**src/rtl/or1200_checker_resp_if.sv**
```systemverilog
// or1200_checker_resp_if: checker inputs, except-unit handshake and alarm status.
// The DUT takes the slave side; the environment drives the master side.
interface or1200_checker_resp_if #(
  parameter int CNT_W = 8
);
  logic             chk_en;
  logic             sr_ok;
  logic             pipeline_ok;
  logic             mmus_ok;
  logic [2:0]       secure_supv;
  logic             except_ack;
  logic             except_req;
  logic             halt;
  logic [2:0]       alarm_cause;
  logic             alarm_supv;
  logic [CNT_W-1:0] alarm_cnt;
  logic [CNT_W-1:0] glitch_cnt;

  modport master (
    output chk_en, sr_ok, pipeline_ok, mmus_ok,
    output secure_supv, except_ack,
    input  except_req, halt, alarm_cause,
    input  alarm_supv, alarm_cnt, glitch_cnt
  );

  modport slave (
    input  chk_en, sr_ok, pipeline_ok, mmus_ok,
    input  secure_supv, except_ack,
    output except_req, halt, alarm_cause,
    output alarm_supv, alarm_cnt, glitch_cnt
  );
endinterface

```
**src/rtl/or1200_checker_resp.sv**
```systemverilog
// or1200_checker_resp: filters checker violations, raises except_req, locks core.
// Option OR1200_CHECKER_RESP_SUPV_MASK_EN masks mmus_ok faults in supervisor.
module or1200_checker_resp #(
  parameter int FILTER_CYCLES = 2,
  parameter int MAX_ALARMS    = 4,
  parameter int CNT_W         = 8
) (
  input logic                  clk,
  input logic                  rst,
  or1200_checker_resp_if.slave bus
);
  typedef enum logic [1:0] {
    ARMED   = 2'd0,
    PENDING = 2'd1,
    ALARM   = 2'd2,
    LOCK    = 2'd3
  } state_t;

  localparam logic [3:0]       FCYC = 4'(FILTER_CYCLES);
  localparam logic [CNT_W-1:0] CMAX = '1;
  localparam logic [CNT_W-1:0] AMAX = CNT_W'(MAX_ALARMS);

  state_t           state_q;
  state_t           state_d;
  logic [3:0]       fcnt_q;
  logic [3:0]       fcnt_d;
  logic [2:0]       acc_q;
  logic [2:0]       acc_d;
  logic             sr_q;
  logic             pipe_q;
  logic             mmu_q;
  logic [2:0]       ss_q;
  logic [2:0]       cause_q;
  logic             supv_lat_q;
  logic [CNT_W-1:0] acnt_q;
  logic [CNT_W-1:0] gcnt_q;
  logic             supv;
  logic             mmu_bad;
  logic [2:0]       fault;
  logic             viol;
  logic             fire;
  logic             drop;

  assign supv = ~^ss_q;

`ifdef OR1200_CHECKER_RESP_SUPV_MASK_EN
  assign mmu_bad = ~mmu_q & ~supv;
`else
  assign mmu_bad = ~mmu_q;
`endif

  assign fault = {mmu_bad, ~pipe_q, ~sr_q};
  assign viol  = bus.chk_en & (|fault);

  always_comb begin
    state_d = state_q;
    fcnt_d  = fcnt_q;
    acc_d   = acc_q;
    fire    = 1'b0;
    drop    = 1'b0;
    unique case (state_q)
      ARMED: begin
        if (viol) begin
          acc_d = fault;
          if (FCYC == 4'd1) begin
            fire    = 1'b1;
            state_d = ALARM;
            fcnt_d  = 4'd0;
          end else begin
            state_d = PENDING;
            fcnt_d  = 4'd1;
          end
        end
      end
      PENDING: begin
        if (!bus.chk_en) begin
          state_d = ARMED;
          fcnt_d  = 4'd0;
        end else if (viol) begin
          acc_d = acc_q | fault;
          if (fcnt_q + 4'd1 == FCYC) begin
            fire    = 1'b1;
            state_d = ALARM;
            fcnt_d  = 4'd0;
          end else begin
            fcnt_d = fcnt_q + 4'd1;
          end
        end else begin
          drop    = 1'b1;
          state_d = ARMED;
          fcnt_d  = 4'd0;
        end
      end
      ALARM: begin
        if (bus.except_ack)
          state_d = (acnt_q >= AMAX) ? LOCK : ARMED;
      end
      LOCK: state_d = LOCK;
      default: state_d = ARMED;
    endcase
  end

  always_ff @(posedge clk or negedge rst) begin
    if (!rst) begin
      state_q    <= ARMED;
      fcnt_q     <= 4'd0;
      acc_q      <= 3'd0;
      sr_q       <= 1'b1;
      pipe_q     <= 1'b1;
      mmu_q      <= 1'b1;
      ss_q       <= 3'd0;
      cause_q    <= 3'd0;
      supv_lat_q <= 1'b0;
      acnt_q     <= '0;
      gcnt_q     <= '0;
    end else begin
      state_q <= state_d;
      fcnt_q  <= fcnt_d;
      acc_q   <= acc_d;
      sr_q    <= bus.sr_ok;
      pipe_q  <= bus.pipeline_ok;
      mmu_q   <= bus.mmus_ok;
      ss_q    <= bus.secure_supv;
      if (fire) begin
        cause_q    <= acc_d;
        supv_lat_q <= supv;
        if (acnt_q != CMAX)
          acnt_q <= acnt_q + 1'b1;
      end
      if (drop && gcnt_q != CMAX)
        gcnt_q <= gcnt_q + 1'b1;
    end
  end

  assign bus.except_req  = (state_q == ALARM);
  assign bus.halt        = (state_q == LOCK);
  assign bus.alarm_cause = cause_q;
  assign bus.alarm_supv  = supv_lat_q;
  assign bus.alarm_cnt   = acnt_q;
  assign bus.glitch_cnt  = gcnt_q;
endmodule
```
**src/flat_wrapper.sv**
```systemverilog
// flat-port wrapper written by rule: the top's interface ports become plain ports
module or1200_checker_resp_flat 
#(
  parameter int FILTER_CYCLES = 2,
  parameter int MAX_ALARMS    = 4,
  parameter int CNT_W         = 8
)
  (clk, rst, bus_chk_en, bus_sr_ok, bus_pipeline_ok, bus_mmus_ok, bus_secure_supv, bus_except_ack, bus_except_req, bus_halt, bus_alarm_cause, bus_alarm_supv, bus_alarm_cnt, bus_glitch_cnt);
  or1200_checker_resp_if #(.CNT_W(CNT_W)) bus_i ();
  input logic clk;
  input logic rst;
  input wire logic [$bits(bus_i.chk_en)-1:0] bus_chk_en;
  input wire logic [$bits(bus_i.sr_ok)-1:0] bus_sr_ok;
  input wire logic [$bits(bus_i.pipeline_ok)-1:0] bus_pipeline_ok;
  input wire logic [$bits(bus_i.mmus_ok)-1:0] bus_mmus_ok;
  input wire logic [$bits(bus_i.secure_supv)-1:0] bus_secure_supv;
  input wire logic [$bits(bus_i.except_ack)-1:0] bus_except_ack;
  output wire logic [$bits(bus_i.except_req)-1:0] bus_except_req;
  output wire logic [$bits(bus_i.halt)-1:0] bus_halt;
  output wire logic [$bits(bus_i.alarm_cause)-1:0] bus_alarm_cause;
  output wire logic [$bits(bus_i.alarm_supv)-1:0] bus_alarm_supv;
  output wire logic [$bits(bus_i.alarm_cnt)-1:0] bus_alarm_cnt;
  output wire logic [$bits(bus_i.glitch_cnt)-1:0] bus_glitch_cnt;
  assign bus_i.chk_en = bus_chk_en;
  assign bus_i.sr_ok = bus_sr_ok;
  assign bus_i.pipeline_ok = bus_pipeline_ok;
  assign bus_i.mmus_ok = bus_mmus_ok;
  assign bus_i.secure_supv = bus_secure_supv;
  assign bus_i.except_ack = bus_except_ack;
  assign bus_except_req = bus_i.except_req;
  assign bus_halt = bus_i.halt;
  assign bus_alarm_cause = bus_i.alarm_cause;
  assign bus_alarm_supv = bus_i.alarm_supv;
  assign bus_alarm_cnt = bus_i.alarm_cnt;
  assign bus_glitch_cnt = bus_i.glitch_cnt;
  or1200_checker_resp #(.FILTER_CYCLES(FILTER_CYCLES), .MAX_ALARMS(MAX_ALARMS), .CNT_W(CNT_W)) u_core (.clk(clk), .rst(rst), .bus(bus_i));
endmodule
```
**config.mk**
```make
export PLATFORM = sky130hd
export DESIGN_NAME = or1200_checker_resp_flat
export DESIGN_NICKNAME = d
export VERILOG_FILES = /design/src/rtl/or1200_checker_resp_if.sv /design/src/rtl/or1200_checker_resp.sv /design/src/flat_wrapper.sv
export SDC_FILE = /design/constraint.sdc
export NUM_CORES = 1
export LEC_CHECK = 0
export CAP_MARGIN = 10
export CORE_MARGIN = 4
export CORE_UTILIZATION = 55
export CTS_CLUSTER_DIAMETER = 50
export DETAILED_ROUTE_END_ITERATION = 16
export PLACE_DENSITY = 0.85
export SYNTH_ARGS = -nofsm -noshare
export SYNTH_HDL_FRONTEND = slang
export SYNTH_SLANG_ARGS = --single-unit
export TNS_END_PERCENT = 20
```
**constraint.sdc**
```tcl
create_clock -name clk -period 4.3 [get_ports clk]
set_clock_uncertainty 0.05 [all_clocks]
set_input_delay 0.86 -clock clk [delete_from_list [all_inputs] [get_ports clk]]
set_output_delay 0.86 -clock clk [all_outputs]
set_load 0.005 [all_outputs]
```
# After elaboration in Yosys (flattened, before gate mapping)
# Index checks and enable logic that the tools add are counted.
[totals]
regBits = 35
wordCells = 60
[classes]
n_mux = 23
n_eq_ne = 9
bitwise = 5
reduce_logical = 8
order_cmp = 1
addsub = 3
[op_table]
columns = ["cell", "n"]
rows = [
  ["8-bit by 1-bit adder with 8-bit output (second input constant)", 2],
  ["4-bit 2-to-1 mux", 4],
  ["8-bit inequality test (second input constant)", 2],
  ["2-bit 2-to-1 mux", 6],
  ["3-bit 2-to-1 mux", 3],
  ["8-bit by 3-bit greater-or-equal comparator with 1-bit output (second input constant)", 1],
  ["2-bit one-hot mux with 4 select lines", 1],
  ["4-bit one-hot mux with 2 select lines", 1],
  ["1-bit 2-to-1 mux", 7],
  ["3-bit one-hot mux with 2 select lines", 1],
  ["4-bit by 1-bit adder with 4-bit output (second input constant)", 1],
  ["2-bit == test (second input constant)", 2],
  ["4-bit by 2-bit == test with 1-bit output (second input constant)", 1],
  ["4-bit inequality test (second input constant)", 1],
  ["2-bit AND reduction", 2],
  ["1-bit inverter", 3],
  ["3-bit bitwise OR", 1],
  ["3-bit AND reduction", 1],
  ["3-bit OR reduction", 1],
  ["3-bit XNOR reduction", 1],
  ["2-bit by 1-bit == test with 1-bit output (second input constant)", 1],
  ["2-bit logical NOT", 1],
  ["2-bit by 1-bit inequality test with 1-bit output (second input constant)", 1],
  ["2-bit inequality test (second input constant)", 1],
  ["3 further kinds", 3],
]

# Logic depth before layout (Yosys ltp)
[logic_depth]
ltp_word = 7
mapped_depth = 7

# Worst setup path before layout
# Ideal clock, no wire load.
[synth_timing]
path_kind = "input-to-reg"
start = "in bus_chk_en"
end = "reg u_core.cause_q[0], in the netlist u_core.bus.alarm_cause[0]"
cell_stages = 5
setup_time_ns = 0.125
n_path_buf = 1
path_slack_ns = 2.344
arrival_ns = 1.781
cell_sequence = "and3b_2 -> nand2_1 -> or2_1 -> buf_6 -> mux2_4"
[synth_between]
elab_chain_len = 4
word_cells_on_any_way = 8
classes_between = "7 x mux; 1 x bitwise"
[synth_rtl]
columns = ["element", "line", "source"]
rows = [
  ["start, declared", "flat_wrapper.sv:12", "input wire logic [$bits(bus_i.chk_en)-1:0] bus_chk_en;"],
  ["1-bit AND", "or1200_checker_resp.sv:53", "assign viol = bus.chk_en & (|fault);"],
  ["3-bit 2-to-1 mux or 1-bit 2-to-1 mux (tied branches)", "or1200_checker_resp.sv:79", "end else if (viol) begin"],
  ["3-bit 2-to-1 mux or 1-bit 2-to-1 mux (tied branches)", "or1200_checker_resp.sv:76", "if (!bus.chk_en) begin"],
  ["3-bit one-hot mux with 2 select lines or 1-bit 2-to-1 mux (tied branches)", "or1200_checker_resp.sv:61", "unique case (state_q)"],
  ["end signal, assigned", "or1200_checker_resp.sv:112", "cause_q <= 3'd0;"],
  ["end signal, assigned", "or1200_checker_resp.sv:125", "cause_q <= acc_d;"],
  ["end, declared", "or1200_checker_resp.sv:33", "logic [2:0] cause_q;"],
]
# Parallel ways exist; a longest one is shown, timed or not.
# A chain may end at the register's enable or synchronous reset.

# Worst setup path in the final report
[layout_timing]
start = "reg u_core.state_q[1]"
end = "out bus_except_req"
[layout_between]
elab_chain_len = 1
[layout_rtl]
columns = ["element", "line", "source"]
rows = [
  ["start, declared", "or1200_checker_resp.sv:23", "state_t state_q;"],
  ["start signal, assigned", "or1200_checker_resp.sv:117", "state_q <= state_d;"],
  ["2-bit == test", "or1200_checker_resp.sv:135", "assign bus.except_req = (state_q == ALARM);"],
  ["end, declared", "flat_wrapper.sv:18", "output wire logic [$bits(bus_i.except_req)-1:0] bus_except_req;"],
]
# Every way passes these cells.

==> flow_summary.json <==
{
  "clk-insertion-delay-late_ns": 0.35,
  "drt_initial_violations": 42,
  "worstHoldPathType": "reg -> reg",
  "grt_start_max_net_pins": 36,
  "rrSetupSlack_ns": 2.18,
  "groute.usage.overall_pct": 20.5,
  "fp_rows": 19,
  "number_of_global_route_vias_before_repair": 1313,
  "worst-r2r-cell-count": 5,
  "ctsRootBufferMaster": "sky130_fd_sc_hd__clkbuf_4",
  "post_synth_inst_count": 146,
  "maxSlewViolCount": 0,
  "cts.repair_timing.setup_buffer_count": 0,
  "worst_setup_hold_path_clk_slew_ns": 0.11,
  "die_height_um": 62.9,
  "post-route-worst-setup-slack_ns": 1.75,
  "timing.final.setup_violations": 0,
  "critical_path.max_stage_delay_ns": 0.55,
  "synth.lib_cells_used.distinct": 36,
  "async_flop_share_pct": 100,
  "clockBufferDepth": 2,
  "worstMarginPinSlew_ns": 0.587,
  "tritoncts.num_buffers": 5,
  "wl_per_cell_um": 16.5,
  "grt_antenna_before_repair": 0,
  "gp_congestion": 0.844,
  "hpwlAfterDp_um": 2680,
  "cp_data_required_time_ns": 3.39,
  "number_of_enable_flip_flop_cells_after_synthesis": 0,
  "min_period_over_period_pct": 59.4,
  "dp_worst_setup_slack_ns": 1.61,
  "crit_chain": "nor2b_1 > clkdlybuf4s50_1",
  "average_instance_area_after_synthesis_sq_um": 11.4,
  "crit-reg2reg-capture": "u_core.bus.alarm_cnt[6]",
  "final_net_count": 197,
  "ant_nets": 0,
  "final_layout_size_suffix_gt1_share_pct": 12.6,
  "global_route_wire_length_before_repair_um": 6340,
  "synth_area_leaders": "sky130_fd_sc_hd__dfrtp_1 48%, sky130_fd_sc_hd__xor2_1 6.3%, sky130_fd_sc_hd__dfstp_2 4.8%",
  "design.portCount": 32,
  "clock_tree.htree_level_count": 2,
  "maxcap_violations": 0,
  "die_area_sq_um": 3960,
  "path_class": "reg -> out",
  "drt_wl_total_um": 3540,
  "slew_headroom_pct": 60.7,
  "ys.flop_type": "sky130_fd_sc_hd__dfrtp_1",
  "internal_power_mw": 0.766,
  "end_kind": "primary output",
  "path_max_fanout": 13,
  "route.detailed.vias_per_inst": 5.76,
  "rsz0062_at_grt": "no",
  "synth.net_count": 161,
  "seqPwrFrac_pct": 44.7,
  "dieWidth_um": 62.9,
  "floorplan.initialDensity_pct": 58.6,
  "totalNegativeSetupSlack_ns": 0,
  "lkg_pwr_nw": 0.933,
  "r2r_start": "u_core.fcnt_q[0]",
  "layoutNonFillerInstCount": 214,
  "holdPathEnd": "u_core.bus.glitch_cnt[7]",
  "yosys.cell_count.top_type": "sky130_fd_sc_hd__dfrtp_1",
  "clock_sink_count": 35,
  "syn_to_final_growth_pct": 25.5,
  "core_area_sq_um": 2830,
  "n_antenna_cell": 0,
  "holdBufCountCts": 0,
  "tritoncts": "yes",
  "arrival_ns": 1.64,
  "power.share.switching_pct": 33.0,
  "synth-seq-area-share_pct": 53.1,
  "synth-seq-cells": 35,
  "hold_violations": 0,
  "routed-via-count": 1233,
  "cell_at_the_slowest_stage_of_the_critical_path": "sky130_fd_sc_hd__dfrtp_1",
  "net-switching-power_mw": 0.377,
  "cell_area_after_synthesis_sq_um": 1660,
  "min_period_ns": 2.55,
  "clock.fmax_mhz": 392,
  "critical_path.startpoint_type": "flip-flop",
  "worstHoldPathCells": 1,
  "power-per-cell-area_nw_per_um2": 549,
  "synth-warning-count": 0,
  "drt-pass1-iter-count": 5,
  "vdd_drop_max_mv": 0.376,
  "comb_power_share_pct": 33.5,
  "synth_common_cells": "32 x sky130_fd_sc_hd__dfrtp_1, 12 x sky130_fd_sc_hd__xor2_1, 11 x sky130_fd_sc_hd__nand2_1, 10 x sky130_fd_sc_hd__nand3_1, 9 x sky130_fd_sc_hd__o21ai_0",
  "grt_overflow_total": 0,
  "synth_top_cell_by_area": "sky130_fd_sc_hd__dfrtp_1",
  "holdCritStartpoint": "u_core.bus.glitch_cnt[7]",
  "outcome": "complete, no violations",
  "post-synth-top-area-fraction_pct": 48.3,
  "number_of_cells_in_the_design_after_placement": 206,
  "placement.io_buffers": 31,
  "drcViolationCount": 0,
  "cts_resized": 0,
  "power.clock.fraction_pct": 21.8
}
-- cell type report --
class,instances,area (sq um)
sequential,35,880
fill,206,748
multi-input combinational,102,736
timing repair buffer,32,318
clock buffer,6,51.3
tap,31,38.8
clock inverter,2,35.0
inverter,6,22.5
-- placed cells by master, fill, tap and decap left out, types with 2 or more instances in the layout --
master                            count
sky130_fd_sc_hd__clkbuf_4             5
sky130_fd_sc_hd__dfrtp_1             32
sky130_fd_sc_hd__o2bb2ai_1            3
sky130_fd_sc_hd__clkdlybuf4s50_1     31
sky130_fd_sc_hd__o21ai_0              9
sky130_fd_sc_hd__nor3_1               7
sky130_fd_sc_hd__xnor2_1              4
sky130_fd_sc_hd__nand2_1             11
sky130_fd_sc_hd__nand4_1              3
sky130_fd_sc_hd__ha_1                 5
sky130_fd_sc_hd__nor2_1               6
sky130_fd_sc_hd__xor2_1              12
sky130_fd_sc_hd__dfstp_2              3
sky130_fd_sc_hd__nand3b_1             2
sky130_fd_sc_hd__nor4_1               5
sky130_fd_sc_hd__mux2_4               3
sky130_fd_sc_hd__o31ai_1              2
sky130_fd_sc_hd__inv_1                6
sky130_fd_sc_hd__nand2b_1             2
sky130_fd_sc_hd__o211ai_1             2
sky130_fd_sc_hd__mux2_2               3
sky130_fd_sc_hd__nand3_1             10
-- worst max-delay path, delay by kind of cell (launching register included) --
family,cells,cell delay (ns)
buffers and inverters,1,0.53
DFF,1,0.55
and+or+nand+nor,1,0.22
-- power by group through the flow --
stage / clock [mW] / sequential [mW] / combinational [mW]
CTS: 0.252 / 0.510 / 0.388
finish: 0.249 / 0.511 / 0.383
floorplan: 0 / 0.483 / 0.233
global placement: 0 / 0.506 / 0.365
detailed placement: 0 / 0.514 / 0.387
global route: 0.276 / 0.525 / 0.428
-- flip-flops by register name, indices dropped and copies added, names as in the netlist --
signal and count:
u_core.bus.alarm_cnt 8, u_core.bus.glitch_cnt 8, u_core.fcnt_q 4, u_core.acc_q 3
u_core.bus.alarm_cause 3, u_core.ss_q 3, u_core.state_q 2, u_core.bus.alarm_supv 1
u_core.mmu_q 1, u_core.pipe_q 1, u_core.sr_q 1
-- kinds of logic after synthesis --
kind of cell | Yosys count | share of synthesized area (%)
and+or+nand+nor | 54 | 18.3
DFF | 35 | 53.1
AOI/OAI and AO/OA | 21 | 9.13
xor gates and xnor gates | 16 | 8.45
buffers and inverters | 9 | 2.57
muxes | 6 | 4.75
adders and majority gates | 5 | 3.77
-- stage by stage --
stage                     instance area, sq um  hold slack [ns]  utilization [%]  power, mW
after floorplan                           1660            0.407                -      0.715
after global placement                    1990            0.430             70.5      0.871
after detailed placement                  1990            0.442             70.5      0.901
after CTS                                 2080            0.460             73.6       1.15
after global routing                      2080            0.488             73.6       1.23
final                                     2080            0.458             73.6       1.14
-- per-layer routing --
layer / vias to the layer above / track usage (%) / routed length [um]
met3: 6 / 6.29 / 166
li1: 585 / - / -
met5: - / 0 / 0
met4: 0 / 5.51 / 38
met1: 605 / 25.4 / 1450
met2: 37 / 34.5 / 1890
-- worst max path at each step --
stage,from,end,slack (ns),cells after the start
6_report,u_core.state_q[1],bus_except_req,1.75,2
5_1_grt,u_core.state_q[1],bus_except_req,1.65,2
4_1_cts,u_core.state_q[1],bus_except_req,1.74,2
3_5_place_dp,bus_chk_en,u_core.bus.alarm_cnt[6],1.61,5
3_3_place_gp,bus_chk_en,u_core.bus.alarm_cnt[6],1.71,5
2_1_floorplan,bus_chk_en,u_core.bus.alarm_cause[0],2.34,5
(Power assumes the default switching activity.)
